--- config.mk ---
export PLATFORM = sky130hd
export DESIGN_NAME = wb_arbiter
export DESIGN_NICKNAME = d
export VERILOG_FILES = /design/src/rtl/wb_arbiter.sv
export SDC_FILE = /design/constraint.sdc
export NUM_CORES = 1
export LEC_CHECK = 0
export CAP_MARGIN = 20
export CORE_AREA = 2 2 120 122
export CTS_BUF_LIST = sky130_fd_sc_hd__clkbuf_4 sky130_fd_sc_hd__clkbuf_8 sky130_fd_sc_hd__clkbuf_16
export CTS_CLUSTER_DIAMETER = 50
export DETAILED_ROUTE_END_ITERATION = 6
export DIE_AREA = 0 0 122 124
export PLACE_DENSITY = 0.84
export SETUP_SLACK_MARGIN = 0.02
export SLEW_MARGIN = 20
export SYNTH_ARGS = -nofsm -noshare
export SYNTH_HDL_FRONTEND = slang
export SYNTH_SLANG_ARGS = --single-unit
export TNS_END_PERCENT = 20
--- constraint.sdc ---
create_clock -name i_clk -period 3.1 [get_ports i_clk]
set_input_delay 0.465 -clock i_clk [delete_from_list [all_inputs] [get_ports i_clk]]
set_output_delay 0.465 -clock i_clk [all_outputs]
set_load 0.01 [all_outputs]
--- src/rtl/wb_arbiter.sv ---
// wb_arbiter: register-file writeback arbiter between a no-backpressure ALU and a
// load-result FIFO, with load data extension and a per-register pending-load scoreboard.
module wb_arbiter #(
  parameter int LSU_DEPTH = 2
) (
  input  logic                         i_clk,
  input  logic                         i_rst_n,
  input  logic                         i_alu_valid,
  input  logic [4:0]                   i_alu_rd,
  input  logic [31:0]                  i_alu_data,
  input  logic                         i_lsu_valid,
  output logic                         o_lsu_ready,
  input  logic [4:0]                   i_lsu_rd,
  input  logic [31:0]                  i_lsu_data,
  input  logic [2:0]                   i_lsu_funct3,
  input  logic [1:0]                   i_lsu_byteoff,
  input  logic                         i_ld_issue,
  input  logic [4:0]                   i_ld_issue_rd,
  output logic                         o_rd_wren,
  output logic [4:0]                   o_rd_addr,
  output logic [31:0]                  o_rd_data,
  output logic [31:0]                  o_pending,
  output logic [$clog2(LSU_DEPTH):0]   o_lsu_count
);
  localparam int AW = $clog2(LSU_DEPTH);
  typedef struct packed {
    logic [4:0]  rd;
    logic [31:0] data;
    logic [2:0]  f3;
    logic [1:0]  off;
  } ent_t;
  ent_t mem [LSU_DEPTH];
  ent_t head;
  logic [AW-1:0] wptr, rptr;
  logic [AW:0] count;
  logic alu_req, push, pop;
  logic [7:0] bsel;
  logic [15:0] half;
  logic [31:0] ext, pend_nxt;
  assign o_lsu_count = count;
  assign o_lsu_ready = count < (AW+1)'(LSU_DEPTH);
  always_comb begin
    head = mem[rptr];
    alu_req = i_alu_valid && i_alu_rd != 5'd0;
    push = i_lsu_valid && o_lsu_ready && i_lsu_rd != 5'd0;
    pop = !alu_req && count != '0;
    bsel = 8'(head.data >> {head.off, 3'b000});
    half = head.off[1] ? head.data[31:16] : head.data[15:0];
    ext = head.f3 == 3'b000 ? {{24{bsel[7]}}, bsel} :
          head.f3 == 3'b001 ? {{16{half[15]}}, half} :
          head.f3 == 3'b100 ? {24'd0, bsel} :
          head.f3 == 3'b101 ? {16'd0, half} : head.data;
    pend_nxt = o_pending;
    if (pop) pend_nxt[head.rd] = 1'b0;
    if (i_ld_issue) pend_nxt[i_ld_issue_rd] = 1'b1;
    pend_nxt[0] = 1'b0;
  end
  // Payload storage needs no reset; validity is tracked by count alone.
  always_ff @(posedge i_clk)
    if (push) mem[wptr] <= '{i_lsu_rd, i_lsu_data, i_lsu_funct3, i_lsu_byteoff};
  always_ff @(posedge i_clk or negedge i_rst_n)
    if (!i_rst_n) begin
      wptr <= '0;
      rptr <= '0;
      count <= '0;
      o_rd_wren <= 1'b0;
      o_rd_addr <= 5'd0;
      o_rd_data <= 32'd0;
      o_pending <= 32'd0;
    end else begin
      wptr <= wptr + AW'(push);
      rptr <= rptr + AW'(pop);
      count <= count + (AW+1)'(push) - (AW+1)'(pop);
      o_rd_wren <= alu_req || pop;
      o_rd_addr <= alu_req ? i_alu_rd : pop ? head.rd : o_rd_addr;
      o_rd_data <= alu_req ? i_alu_data : pop ? ext : o_rd_data;
      o_pending <= pend_nxt;
    end
endmodule

==> results of run 1 <==
logic make-up (layout without fill, tap and decap cells):
family | Yosys count | count (layout) | synth area share, %
muxes | 48 | 48 | 7.554
xor gates and xnor gates | 3 | 3 | 0.3860
other | 1 | 1 | 0.05508
AOI/OAI and AO/OA | 168 | 168 | 15.31
DFF | 157 | 157 | 63.89
adders and majority gates | 4 | 4 | 0.7352
and+or+nand+nor | 136 | 136 | 9.704
buffers and inverters | 33 | 207 | 2.371
cell usage in the layout, fill, tap and decap left out, drive strengths merged, types with 2 or more instances in the layout:
cell type	n
a211o	7
a211oi	6
a21oi	21
a2bb2oi	16
a31oi	2
buf	9
bufinv	4
clkbuf	18
clkdlybuf4s50	159
clkinv	4
dfrtp	73
edfxtp	84
ha	4
inv	12
mux2	21
mux2i	27
nand2	40
nand2b	2
nand3	5
nand3b	6
nand4	2
nor2	42
nor2b	3
nor3	13
o211a	6
o211ai	2
o21a	2
o21ai	100
o31ai	2
o32ai	2
or3	12
or3b	4
or4	4
xnor2	3
worst register-to-register path: cells and delay by family, from the launching register on:
kind,cells,cell delay (ns)
AND/OR/NAND/NOR,2,0.66
flip-flops,1,0.68
multiplexers,1,0.45
buffers and inverters,1,0.42
AO/OA/AOI/OAI,2,0.38
path summary, 6_finish.rpt:
kind	depth (start not counted)	slack [ns]	start	to
max in group asynchronous	1	2.25	i_rst_n	rptr
setup reg to reg	6	0.37	rptr	o_pending[1]
hold / removal	1	0.18	i_rst_n	o_rd_data[26]
setup / recovery	6	0.37	rptr	o_pending[1]
min in group i_clk	2	0.52	o_pending[12]	o_pending[12]
hold reg to reg	2	0.52	o_pending[12]	o_pending[12]
flip-flops by register name, summed over array words and instances, names as in the netlist:
| register | flops |
|---|---|
| o_lsu_count | 2 |
| mem | 84 |
| o_rd_wren | 1 |
| wptr | 1 |
| o_rd_addr | 5 |
| o_pending | 31 |
| rptr | 1 |
| o_rd_data | 32 |
power by group:
part | switching (mW) | internal [mW] | total (mW)
Sequential | 0.406 | 2.89 | 3.29
Clock | 0.859 | 1.39 | 2.25
Combinational | 1.79 | 1.63 | 3.42
Total | 3.05 | 5.91 | 8.96
per-layer routing:
layer | track usage (%) | vias up | routed length (microns)
li1 | - | 2379 | -
met1 | 32.40 | 2677 | 7495
met2 | 42.56 | 366 | 9402
met3 | 5.403 | 59 | 1604
met4 | 9.842 | 0 | 526
met5 | 0 | - | 0
area by class of cell:
type | instances | share of cell area [%]
clock buffers | 18 | 4.764
clock inverters | 14 | 2.253
inverters | 7 | 0.2851
multi-input cells | 360 | 25.06
flip-flops and latches | 157 | 47.20
well taps | 180 | 2.443
repair buffers | 168 | 18.00
==> metrics.md, run 1 <==
| Metric | Value |
|---|---|
| RSZ-0062 raised after global routing | `no` |
| Register area | `between 4000 and 5000 sq um` |
| Antenna-violating nets left | `0` |
| First-pass GRT wire length | `28620 microns` |
| # setup viols final | `0` |
| Vias in the first global route | `approximately 5300` |
| Final instance area | `9218 sq um` |
| Tot GR Track Use | `25.34%` |
| Initial antenna violation count | `0` |
| Pin count of the biggest net entering global routing | `74` |
| Most frequently used flop master after synthesis | `edfxtp_1` |
| PwrDens | `972.3 nW/um^2` |
| Placed inst area | `roughly 8600 sq um` |
| DRC | `0` |
| CP Data Required Time | `3.38 ns` |
| Post-Syn Area | `a little under 7000 sq um` |
| Yosys top cell area share | `37.05%` |
| Clock Pin Slew Worst Setup and Hold Paths | `0.06 ns` |
| TritonCTS buffer count | `17` |
| Mapped Cells | `550` |
| Post-synthesis net count | `between 600 and 700` |
| Final net count | `804` |
| DP HPWL | `between 10000 and 15000 microns` |
| Worst EP arrival | `3.01 ns` |
| PnR worst setup slack | `about 0.37 ns` |
| Setup crit start kind | `register` |
| Clk_skew | `0.01097 ns` |
| Final Util | `between 60% and 70%` |
| Area grow syn2layout | `35.40%` |
| CP max FO | `21` |
| Synth cell count leaders | `edfxtp_1, o21ai_0, dfrtp_1, nor2_1, nand2_1` |
| Clock tree buffer depth | `2` |
| I/O Buffers | `between 150 and 200` |
| Async SR Flop Fraction | `between 40 and 50%` |
| Root Buffer | `clkbuf_16` |
| Largest cells by area after synthesis | `edfxtp_1, dfrtp_1, o21ai_0` |
| Most common cell in the netlist | `edfxtp_1` |
| Critical Path, Cell by Cell | `buf_4 -> mux2i_2 -> nand2_1 -> or3_1 -> o21ai_0 -> o21ai_0` |
| Die ar. | `15130 sq um` |
| Share of cells above drive strength 1 | `11.46%` |
| Worst stage delay on the critical path | `0.68 ns` |
| TritonRoute pass-1 iters | `6` |
| Final Critical Period | `2.731 ns` |
| Pins Over Slew Limit | `0` |
| CTS sink cnt | `157` |
| Wirelength per Cell | `21.05 microns` |
| Ys Warns | `0` |
| Post_cts resized | `0` |
| Hold-fix buffers, CTS | `0` |
| Die extent in y | `between 100 and 150 microns` |
| Total Wirelength | `19030 microns` |
| Slew of the pin with the lowest slew margin | `1.071 ns` |
| Grt ovf | `0` |
| Core area | `13720 sq um` |
| Post-synthesis sequential area ratio | `63.89%` |
| Chip width | `122 microns` |
| Leakage dissipation | `3.503 nW` |
| CTS tree | `built` |
| Setup tns final | `0 ns` |
| H-tree depth | `4` |
| Non-Filler Instances | `904` |
| Crit path buffers/inverters | `1` |
| Initial core utilization | `49.62%` |
| Relative slew slack | `28.57%` |
| Post-CTS setup buffers | `0` |
| Overall Power | `8.963 mW` |
| I/O Pins | `162` |
| Largest area contributor in the synthesized netlist | `edfxtp_1` |
| ANT cells | `0` |
| Mean post-synth cell area | `12.38 sq um` |
| Synth Register Bits | `157` |
| Maximum vdd drop | `0.0006093 V` |
| Max frequency | `between 300 and 400 MHz` |
| Critical path class | `register to register` |
| Clk Latency, worst-skew pair | `0.43 ns` |
| Vias | `approximately 5500` |
| Post-DR vias/cell | `6.063` |
| 1st-iter DRT viols | `~620` |
| Multi-input logic area | `2310 sq um` |
| Placer Congestion | `0.8855` |
| Fill count | `943` |
| CP endpoint kind | `register` |
| EDFF count, synth | `84` |
| Hold Vio Cnt, Final | `0` |
| Cell variety after synth | `49` |
| Max_cap viols | `0` |
| CP delay by family, top | `flip-flops` |
| CP max stage cell | `dfrtp_2` |
| Hold slack | `between 0.15 and 0.2 ns` |
| Critical Path Most Common Cell | `o21ai_0` |
| Fin crit share | `88.11%` |
| DP Cell Count | `872` |
| Outcome | `finished, final reports clean` |
| Num rows | `43` |
| Min-delay worst type | `primary input to async pin` |
| Post-Place Setup Slack | `0.3445 ns` |
No activity file was read; power rests on OpenSTA's default activity.
==> run 2: changes to the inputs <==
--- a/config.mk
+++ b/config.mk
@@ -6,12 +6,13 @@
 export NUM_CORES = 1
 export LEC_CHECK = 0
 export CAP_MARGIN = 20
-export CORE_AREA = 2 2 120 122
+export CORE_AREA = 8 8 160 162
 export CTS_BUF_LIST = sky130_fd_sc_hd__clkbuf_4 sky130_fd_sc_hd__clkbuf_8 sky130_fd_sc_hd__clkbuf_16
 export CTS_CLUSTER_DIAMETER = 50
 export DETAILED_ROUTE_END_ITERATION = 6
-export DIE_AREA = 0 0 122 124
-export PLACE_DENSITY = 0.84
+export DIE_AREA = 0 0 168 170
+export GPL_TIMING_DRIVEN = 0
+export PLACE_DENSITY = 0.57
 export SETUP_SLACK_MARGIN = 0.02
 export SLEW_MARGIN = 20
 export SYNTH_ARGS = -nofsm -noshare
==> metrics.md, run 2 (synthesis results as in run 1) <==
| Metric | Value |
|---|---|
| Post-DR vias/cell | `5.028 (was 6.063)` |
| CP delay by family, top | `buffers and inverters (was flip-flops)` |
| CP max stage cell | `mux2i_1 (was dfrtp_2)` |
| Placer Congestion | `0.8084 (was 0.8855)` |
| Slew of the pin with the lowest slew margin | `0.8130 ns (was 1.071 ns)` |
| Max frequency | `365.6 MHz (was 366.1 MHz)` |
| Initial antenna violation count | `0 (unchanged)` |
| Initial core utilization | `29.53% (was 49.62%)` |
| Die extent in y | `170 microns (was 124 microns)` |
| 1st-iter DRT viols | `367 (was 621)` |
| Clk Latency, worst-skew pair | `0.43 ns (about the same)` |
| Clock Pin Slew Worst Setup and Hold Paths | `0.07 ns (was 0.06 ns)` |
| Crit path launch | `rptr (unchanged)` |
| Num rows | `56 (was 43)` |
| DP HPWL | `15610 microns (was 12940 microns)` |
| Top Usage Layer GRT | `met2 (unchanged)` |
| Post_cts resized | `0 (unchanged)` |
| I/O Buffers | `160 (unchanged)` |
| Fin crit share | `88.24% (was 88.11%)` |
| Min-delay worst type | `primary input to async pin (unchanged)` |
| Setup crit start kind | `register (unchanged)` |
| Core area | `23050 sq um (was 13720 sq um)` |
| TritonCTS buffer count | `17 (unchanged)` |
| Root Buffer | `clkbuf_16 (unchanged)` |
| CTS tree | `built (unchanged)` |
| ANT cells | `0 (unchanged)` |
| PwrDens | `958.1 nW/um^2 (was 972.3 nW/um^2)` |
| Hold-fix buffers, CTS | `0 (unchanged)` |
| Grt ovf | `0 (unchanged)` |
| Critical path class | `register to register (unchanged)` |
| Most frequent cells in the layout | `clkdlybuf4s50_1, edfxtp_1, o21ai_0, dfrtp_1, nor2_1 (unchanged)` |
| Pins Over Slew Limit | `0 (unchanged)` |
| Largest regs | `mem: 84 flops, o_rd_data: 32 flops, o_pending: 31 flops (unchanged)` |
| Wirelength per Cell | `20.67 microns (was 21.05 microns)` |
| Max_cap viols | `0 (unchanged)` |
| CP max FO | `10 (was 21)` |
| CP endpoint kind | `register (unchanged)` |
| Met1 usage | `19.73% (was 32.40%)` |
| Antenna-violating nets left | `0 (unchanged)` |
| Crit path buffers/inverters | `4 (was 1)` |
| CTS sink cnt | `157 (unchanged)` |
| Pin count of the biggest net entering global routing | `43 (was 74)` |
| Clock tree buffer depth | `2 (unchanged)` |
| Overall Power | `9.042 mW (was 8.963 mW)` |
| H-tree depth | `4 (unchanged)` |
| Worst EP arrival | `3.08 ns (was 3.01 ns)` |
| Chip width | `168 microns (was 122 microns)` |
| Worst reg-to-reg setup slack | `0.36 ns (was 0.37 ns)` |
| Maximum vdd drop | `0.0004106 V (was 0.0006093 V)` |
| I/O Pins | `162 (unchanged)` |
| RSZ-0062 raised after global routing | `no (unchanged)` |
| Hold Vio Cnt, Final | `0 (unchanged)` |
| Total Wirelength | `21350 microns (was 19030 microns)` |
| Post-CTS setup buffers | `0 (unchanged)` |
| Clk_skew | `0.009908 ns (was 0.01097 ns)` |
| Vias in the first global route | `5407 (was 5311)` |
| Final Critical Period | `2.735 ns (was 2.731 ns)` |
| Critical Path, Cell by Cell | `buf_2 -> buf_6 -> buf_4 -> mux2i_1 -> clkbuf_1 -> o21ai_0 -> a211oi_1 (was buf_4 -> mux2i_2 -> nand2_1 -> or3_1 -> o21ai_0 -> o21ai_0)` |
| Area grow syn2layout | `38.63% (was 35.40%)` |
| Most common cell after layout, fill and taps aside | `clkdlybuf4s50_1 (unchanged)` |
| First-pass GRT wire length | `32290 microns (was 28620 microns)` |
| Relative slew slack | `44.25% (was 28.57%)` |
| Final net count | `823 (was 804)` |
| Worst r2r dst | `o_rd_data[4] (was o_pending[1])` |
| R2R Path Start | `rptr (unchanged)` |
| Top reg by flops | `mem (unchanged)` |
| Die ar. | `28560 sq um (was 15130 sq um)` |
| CP Data Required Time | `3.44 ns (was 3.38 ns)` |
| Final Util | `40.94% (was 67.19%)` |
| Met2 usage | `23.09% (was 42.56%)` |
| # setup viols final | `0 (unchanged)` |
| GR Util met3 | `5.028% (was 5.403%)` |
| Vias | `5194 (was 5481)` |
| DRC | `0 (unchanged)` |
| Largest register FFs | `84 (unchanged)` |
| Final instance area | `9438 sq um (was 9218 sq um)` |
| Register-to-Register Path Depth | `7 (was 6)` |
| Outcome | `finished, final reports clean (unchanged)` |
| Tot GR Track Use | `14.92% (was 25.34%)` |
| Fill count | `2225 (was 943)` |
| TritonRoute pass-1 iters | `5 (was 6)` |
| Placed inst area | `8815 sq um (was 8571 sq um)` |
| Worst stage delay on the critical path | `0.57 ns (was 0.68 ns)` |
| Leakage dissipation | `3.529 nW (was 3.503 nW)` |
| Share of cells above drive strength 1 | `11.04% (was 11.46%)` |
-- run 2: per-layer routing --
layer,up-vias,wire (microns),part of all wire [%]
li1,2417,-,-
met1,2546,9643,45
met2,217,9837,46
met3,14,1703,8.0
met4,0,164,0.77
met5,-,0,0
-- run 2: through the flow --
step           setup slack [ns]  cells  TNS (ns)  hold WS, ns
6_report                 0.3646   1033         0      0.01174
5_1_grt                  0.2654   1033         0      0.04915
4_1_cts                  0.3859   1033         0      0.02379
3_5_place_dp         0.00009126   1001         0       0.4840
3_3_place_gp             -1.330   1000   -133.61       0.4748
2_1_floorplan            0.7635    550         0       0.1694
-- run 2: area by class of cell --
class                      instances  area, sq um  share of cell area, %
buffer                            26        135.1                  1.432
clock buffer                      17        425.4                  4.507
clock inverter                    15        197.7                  2.095
inverter                           7        26.28                 0.2784
multi-input combinational        360         2322                  24.61
sequential                       157         4349                  46.08
tap                              290        362.8                  3.845
timing repair buffer             161         1619                  17.15
-- run 2: worst max path at each step --
stage	end	slack (ns)	cells past startpoint
after floorplan	mem[0][0]	0.76	4
after global placement	o_rd_data[18]	-1.33	1
after detailed placement	o_rd_data[25]	0.00009	8
after CTS	o_rd_data[4]	0.39	7
after global routing	o_rd_data[5]	0.27	7
final	o_rd_data[4]	0.36	7
-- run 2: where the power goes --
group | switching (mW) | internal [mW]
registers | 0.345 | 2.88
logic | 1.90 | 1.68
clock network | 0.939 | 1.30
==> run 3: changes to the inputs <==
--- a/config.mk
+++ b/config.mk
@@ -5,12 +5,13 @@
 export SDC_FILE = /design/constraint.sdc
 export NUM_CORES = 1
 export LEC_CHECK = 0
+export ABC_AREA = 1
 export CAP_MARGIN = 20
-export CORE_AREA = 8 8 160 162
+export CORE_AREA = 8 8 165 167
 export CTS_BUF_LIST = sky130_fd_sc_hd__clkbuf_4 sky130_fd_sc_hd__clkbuf_8 sky130_fd_sc_hd__clkbuf_16
 export CTS_CLUSTER_DIAMETER = 50
 export DETAILED_ROUTE_END_ITERATION = 6
-export DIE_AREA = 0 0 168 170
+export DIE_AREA = 0 0 173 175
 export GPL_TIMING_DRIVEN = 0
 export PLACE_DENSITY = 0.57
 export SETUP_SLACK_MARGIN = 0.02
==> metrics.md, run 3 <==
| Metric | Value |
|---|---|
| Fin crit share | `78.29% (was 88.24%)` |
| Non-Filler Instances | `1296 (was 1033)` |
| Crit path buffers/inverters | `4 (unchanged)` |
| Most frequent cells in the layout | `nand2_1, clkdlybuf4s50_1, inv_1, edfxtp_1, dfrtp_1 (was clkdlybuf4s50_1, edfxtp_1, o21ai_0, dfrtp_1, nor2_1)` |
| CP endpoint kind | `register (unchanged)` |
| Clk_skew | `0.01604 ns (was 0.009908 ns)` |
| I/O Buffers | `160 (unchanged)` |
| ANT cells | `0 (unchanged)` |
| DP HPWL | `16780 microns (was 15610 microns)` |
| EDFF count, synth | `84 (unchanged)` |
| Largest register FFs | `84 (unchanged)` |
| Tot GR Track Use | `14.52% (was 14.92%)` |
| Wirelength per Cell | `16.83 microns (was 20.67 microns)` |
| Pin count of the biggest net entering global routing | `40 (was 43)` |
| Vias | `5915 (was 5194)` |
| Max_cap viols | `0 (unchanged)` |
| Most common cell after layout, fill and taps aside | `nand2_1 (was clkdlybuf4s50_1)` |
| Post-synthesis sequential area ratio | `59.74% (was 63.89%)` |
| Overall Power | `9.664 mW (was 9.042 mW)` |
| Async SR Flop Fraction | `46.50% (unchanged)` |
| Yosys top cell area share | `34.65% (was 37.05%)` |
| Die extent in y | `175 microns (was 170 microns)` |
| Setup tns final | `0 ns (unchanged)` |
| Synth Register Bits | `157 (unchanged)` |
| Leakage dissipation | `4.249 nW (was 3.529 nW)` |
| Largest cells by area after synthesis | `edfxtp_1, dfrtp_1, nand2_1 (was edfxtp_1, dfrtp_1, o21ai_0)` |
| CP Data Required Time | `3.45 ns (was 3.44 ns)` |
| Mapped Cells | `770 (was 550)` |
| Antenna-violating nets left | `0 (unchanged)` |
| Hold_sp | `o_rd_data[5]` |
| Fill count | `2454 (was 2225)` |
| Share of cells above drive strength 1 | `10.46% (was 11.04%)` |
| Critical path class | `primary input to register (was register to register)` |
| TritonCTS buffer count | `17 (unchanged)` |
| CP max FO | `10 (unchanged)` |
| Cell variety after synth | `40 (was 49)` |
| Clk Latency, worst-skew pair | `0.43 ns (about the same)` |
| Worst r2r dst | `o_lsu_count[1] (was o_rd_data[4])` |
| Min-delay worst type | `register to register (was primary input to async pin)` |
| Max frequency | `412.0 MHz (was 365.6 MHz)` |
| PwrDens | `968.0 nW/um^2 (was 958.1 nW/um^2)` |
| H-tree depth | `4 (unchanged)` |
| Slew of the pin with the lowest slew margin | `0.7399 ns (was 0.8130 ns)` |
| Critical Path, Cell by Cell | `clkdlybuf4s50_1 -> nor2_1 -> nand3_1 -> nand2_1 -> o21ai_0 -> clkbuf_1 -> inv_1 -> ha_1 -> inv_1 -> ha_1 -> xnor2_1 -> xor2_1 (was buf_2 -> buf_6 -> buf_4 -> mux2i_1 -> clkbuf_1 -> o21ai_0 -> a211oi_1)` |
| Worst EP arrival | `2.78 ns (was 3.08 ns)` |
| Relative slew slack | `50.15% (was 44.25%)` |
| Register-to-Register Path Depth | `8 (was 7)` |
| Synth cell count leaders | `nand2_1, inv_1, edfxtp_1, dfrtp_1, o21ai_0 (was edfxtp_1, o21ai_0, dfrtp_1, nor2_1, nand2_1)` |
| Die ar. | `30280 sq um (was 28560 sq um)` |
| Post_cts resized | `0 (unchanged)` |
| Initial antenna violation count | `0 (unchanged)` |
| Hold slack | `0.4813 ns (was 0.01174 ns)` |
| Vias in the first global route | `5933 (was 5407)` |
| Largest regs | `mem: 84 flops, o_rd_data: 32 flops, o_pending: 31 flops (unchanged)` |
| RSZ-0062 raised after global routing | `no (unchanged)` |
| Largest area contributor in the synthesized netlist | `edfxtp_1 (unchanged)` |
| Placer Congestion | `0.8306 (was 0.8084)` |
| Num rows | `58 (was 56)` |
| Post-Syn Area | `7281 sq um (was 6808 sq um)` |
| CTS tree | `built (unchanged)` |
| Clock tree buffer depth | `2 (unchanged)` |
| Worst reg-to-reg setup slack | `0.80 ns (was 0.36 ns)` |
| Initial core utilization | `29.51% (was 29.53%)` |
| Chip width | `173 microns (was 168 microns)` |
| 1st-iter DRT viols | `444 (was 367)` |
| DRC | `0 (unchanged)` |
| R2R Path Start | `o_lsu_count[0] (was rptr)` |
| Outcome | `finished, final reports clean (unchanged)` |
| Final Critical Period | `2.427 ns (was 2.735 ns)` |
| First-pass GRT wire length | `34040 microns (was 32290 microns)` |
| Grt ovf | `0 (unchanged)` |
| Hold Crit Depth | `2` |
| Worst stage delay on the critical path | `0.52 ns (was 0.57 ns)` |
| # setup viols final | `0 (unchanged)` |
| Post-DR vias/cell | `4.564 (was 5.028)` |
| TritonRoute pass-1 iters | `5 (unchanged)` |
| CTS sink cnt | `157 (unchanged)` |
| Hold Vio Cnt, Final | `0 (unchanged)` |
| Maximum vdd drop | `0.0003143 V (was 0.0004106 V)` |
| Mean post-synth cell area | `9.455 sq um (was 12.38 sq um)` |
| Most common cell in the netlist | `nand2_1 (was edfxtp_1)` |
| Root Buffer | `clkbuf_16 (unchanged)` |
| Post-synthesis net count | `863 (was 643)` |
| Total Wirelength | `21810 microns (was 21350 microns)` |
| Setup crit start kind | `primary input (was register)` |
| CP delay by family, top | `buffers and inverters (unchanged)` |
| Final Util | `40.46% (was 40.94%)` |
| Final net count | `1046 (was 823)` |
| CP max stage cell | `clkdlybuf4s50_1 (was mux2i_1)` |
| Most frequently used flop master after synthesis | `edfxtp_1 (unchanged)` |
| Core area | `24670 sq um (was 23050 sq um)` |
| WHS Endpoint | `o_rd_data[5]` |
| Ys Warns | `0 (unchanged)` |
| Top reg by flops | `mem (unchanged)` |
| Clock Pin Slew Worst Setup and Hold Paths | `0.07 ns (about the same)` |
| Pins Over Slew Limit | `0 (unchanged)` |
| DP Cell Count | `1263 (was 1001)` |
| Area grow syn2layout | `37.12% (was 38.63%)` |
| I/O Pins | `162 (unchanged)` |
[run 3: changes by cell type in the layout (fill, tap and decap cells not counted), sizes merged, moves of 12 or more]
cell | previous run | this run
nand3 | 5 | 48
mux2 | 21 | 0
a2bb2oi | 16 | 0
or3 | 12 | 0
o22ai | 0 | 24
nor3 | 13 | 1
inv | 15 | 101
nand4 | 2 | 16
or2 | 1 | 18
buf | 13 | 29
mux2i | 27 | 0
nand2 | 40 | 209
[run 3: cells by family (layout without fill, tap and decap cells)]
group | count (synthesis) | after routing | synth area share [%]
DFF | 157 | 157 | 59.74
xor gates and xnor gates | 3 | 3 | 0.3610
AOI/OAI and AO/OA | 138 | 138 | 10.65
adders and majority gates | 4 | 4 | 0.6874
buffers and inverters | 123 | 319 | 7.441
other | 1 | 1 | 0.05151
and+or+nand+nor | 344 | 344 | 21.07
[run 3: timing repair]
item                                   in CTS  in global routing
setup buffers                               0                  0
hold buffers                                1                  0
setup endpoints to repair                   0                  0
endpoints found under the hold margin      11                  0
[run 3: worst max path at each step]
stage / from / to / slack (ns) / depth (start not counted)
after floorplan: o_lsu_count[1] / mem[1][0] / 0.88 / 4
after global placement: i_rst_n / o_rd_data[12] / -1.10 / 1
after detailed placement: i_alu_rd[1] / o_lsu_count[1] / 0.22 / 12
after CTS: i_alu_rd[0] / o_lsu_count[1] / 0.67 / 12
after global routing: i_alu_rd[1] / o_lsu_count[1] / 0.53 / 12
final: i_alu_rd[0] / o_lsu_count[1] / 0.67 / 12
[run 3: area by class of cell]
cell class	count	area, sq um	area share (%)
Multi-Input combinational cell	490	2395	23.99
Buffer	30	187.7	1.880
Inverter	93	354.1	3.547
Clock inverter	15	190.2	1.905
Clock buffer	17	425.4	4.261
Timing Repair Buffer	164	1669	16.72
Sequential cell	157	4349	43.56
Tap cell	330	412.9	4.136
[run 3: stage by stage]
step / worst slack (ns) / area [sq um]
after floorplan: 0.8803 / 7281
after global placement: -1.100 / 9295
after detailed placement: 0.2247 / 9358
after CTS: 0.6725 / 9983
after global routing: 0.5255 / 9983
final: 0.6729 / 9983
[run 3: worst register-to-register path, cell delays in order (launching register included)]
cell      delay (ns)
dfrtp_1         0.44
o21ai_0         0.31
clkbuf_1        0.44
inv_1           0.20
ha_1            0.32
inv_1           0.04
ha_1            0.18
xnor2_1         0.16
xor2_1          0.15
[run 3: where the power goes]
group          switching (mW)  internal (mW)  total, mW
combinational            2.50           1.80       4.30
clock                   0.988           1.17       2.16
sequential              0.310           2.90       3.21
total                    3.80           5.86       9.66
[run 3: layer usage]
layer  up-vias  global-route usage [%]  wire, microns
met4         0                   5.390            442
li1       2927                       -              -
met3        32                   4.360           1452
met1      2762                   18.88          10010
met2       194                   22.52           9904
met5         -                       0              0
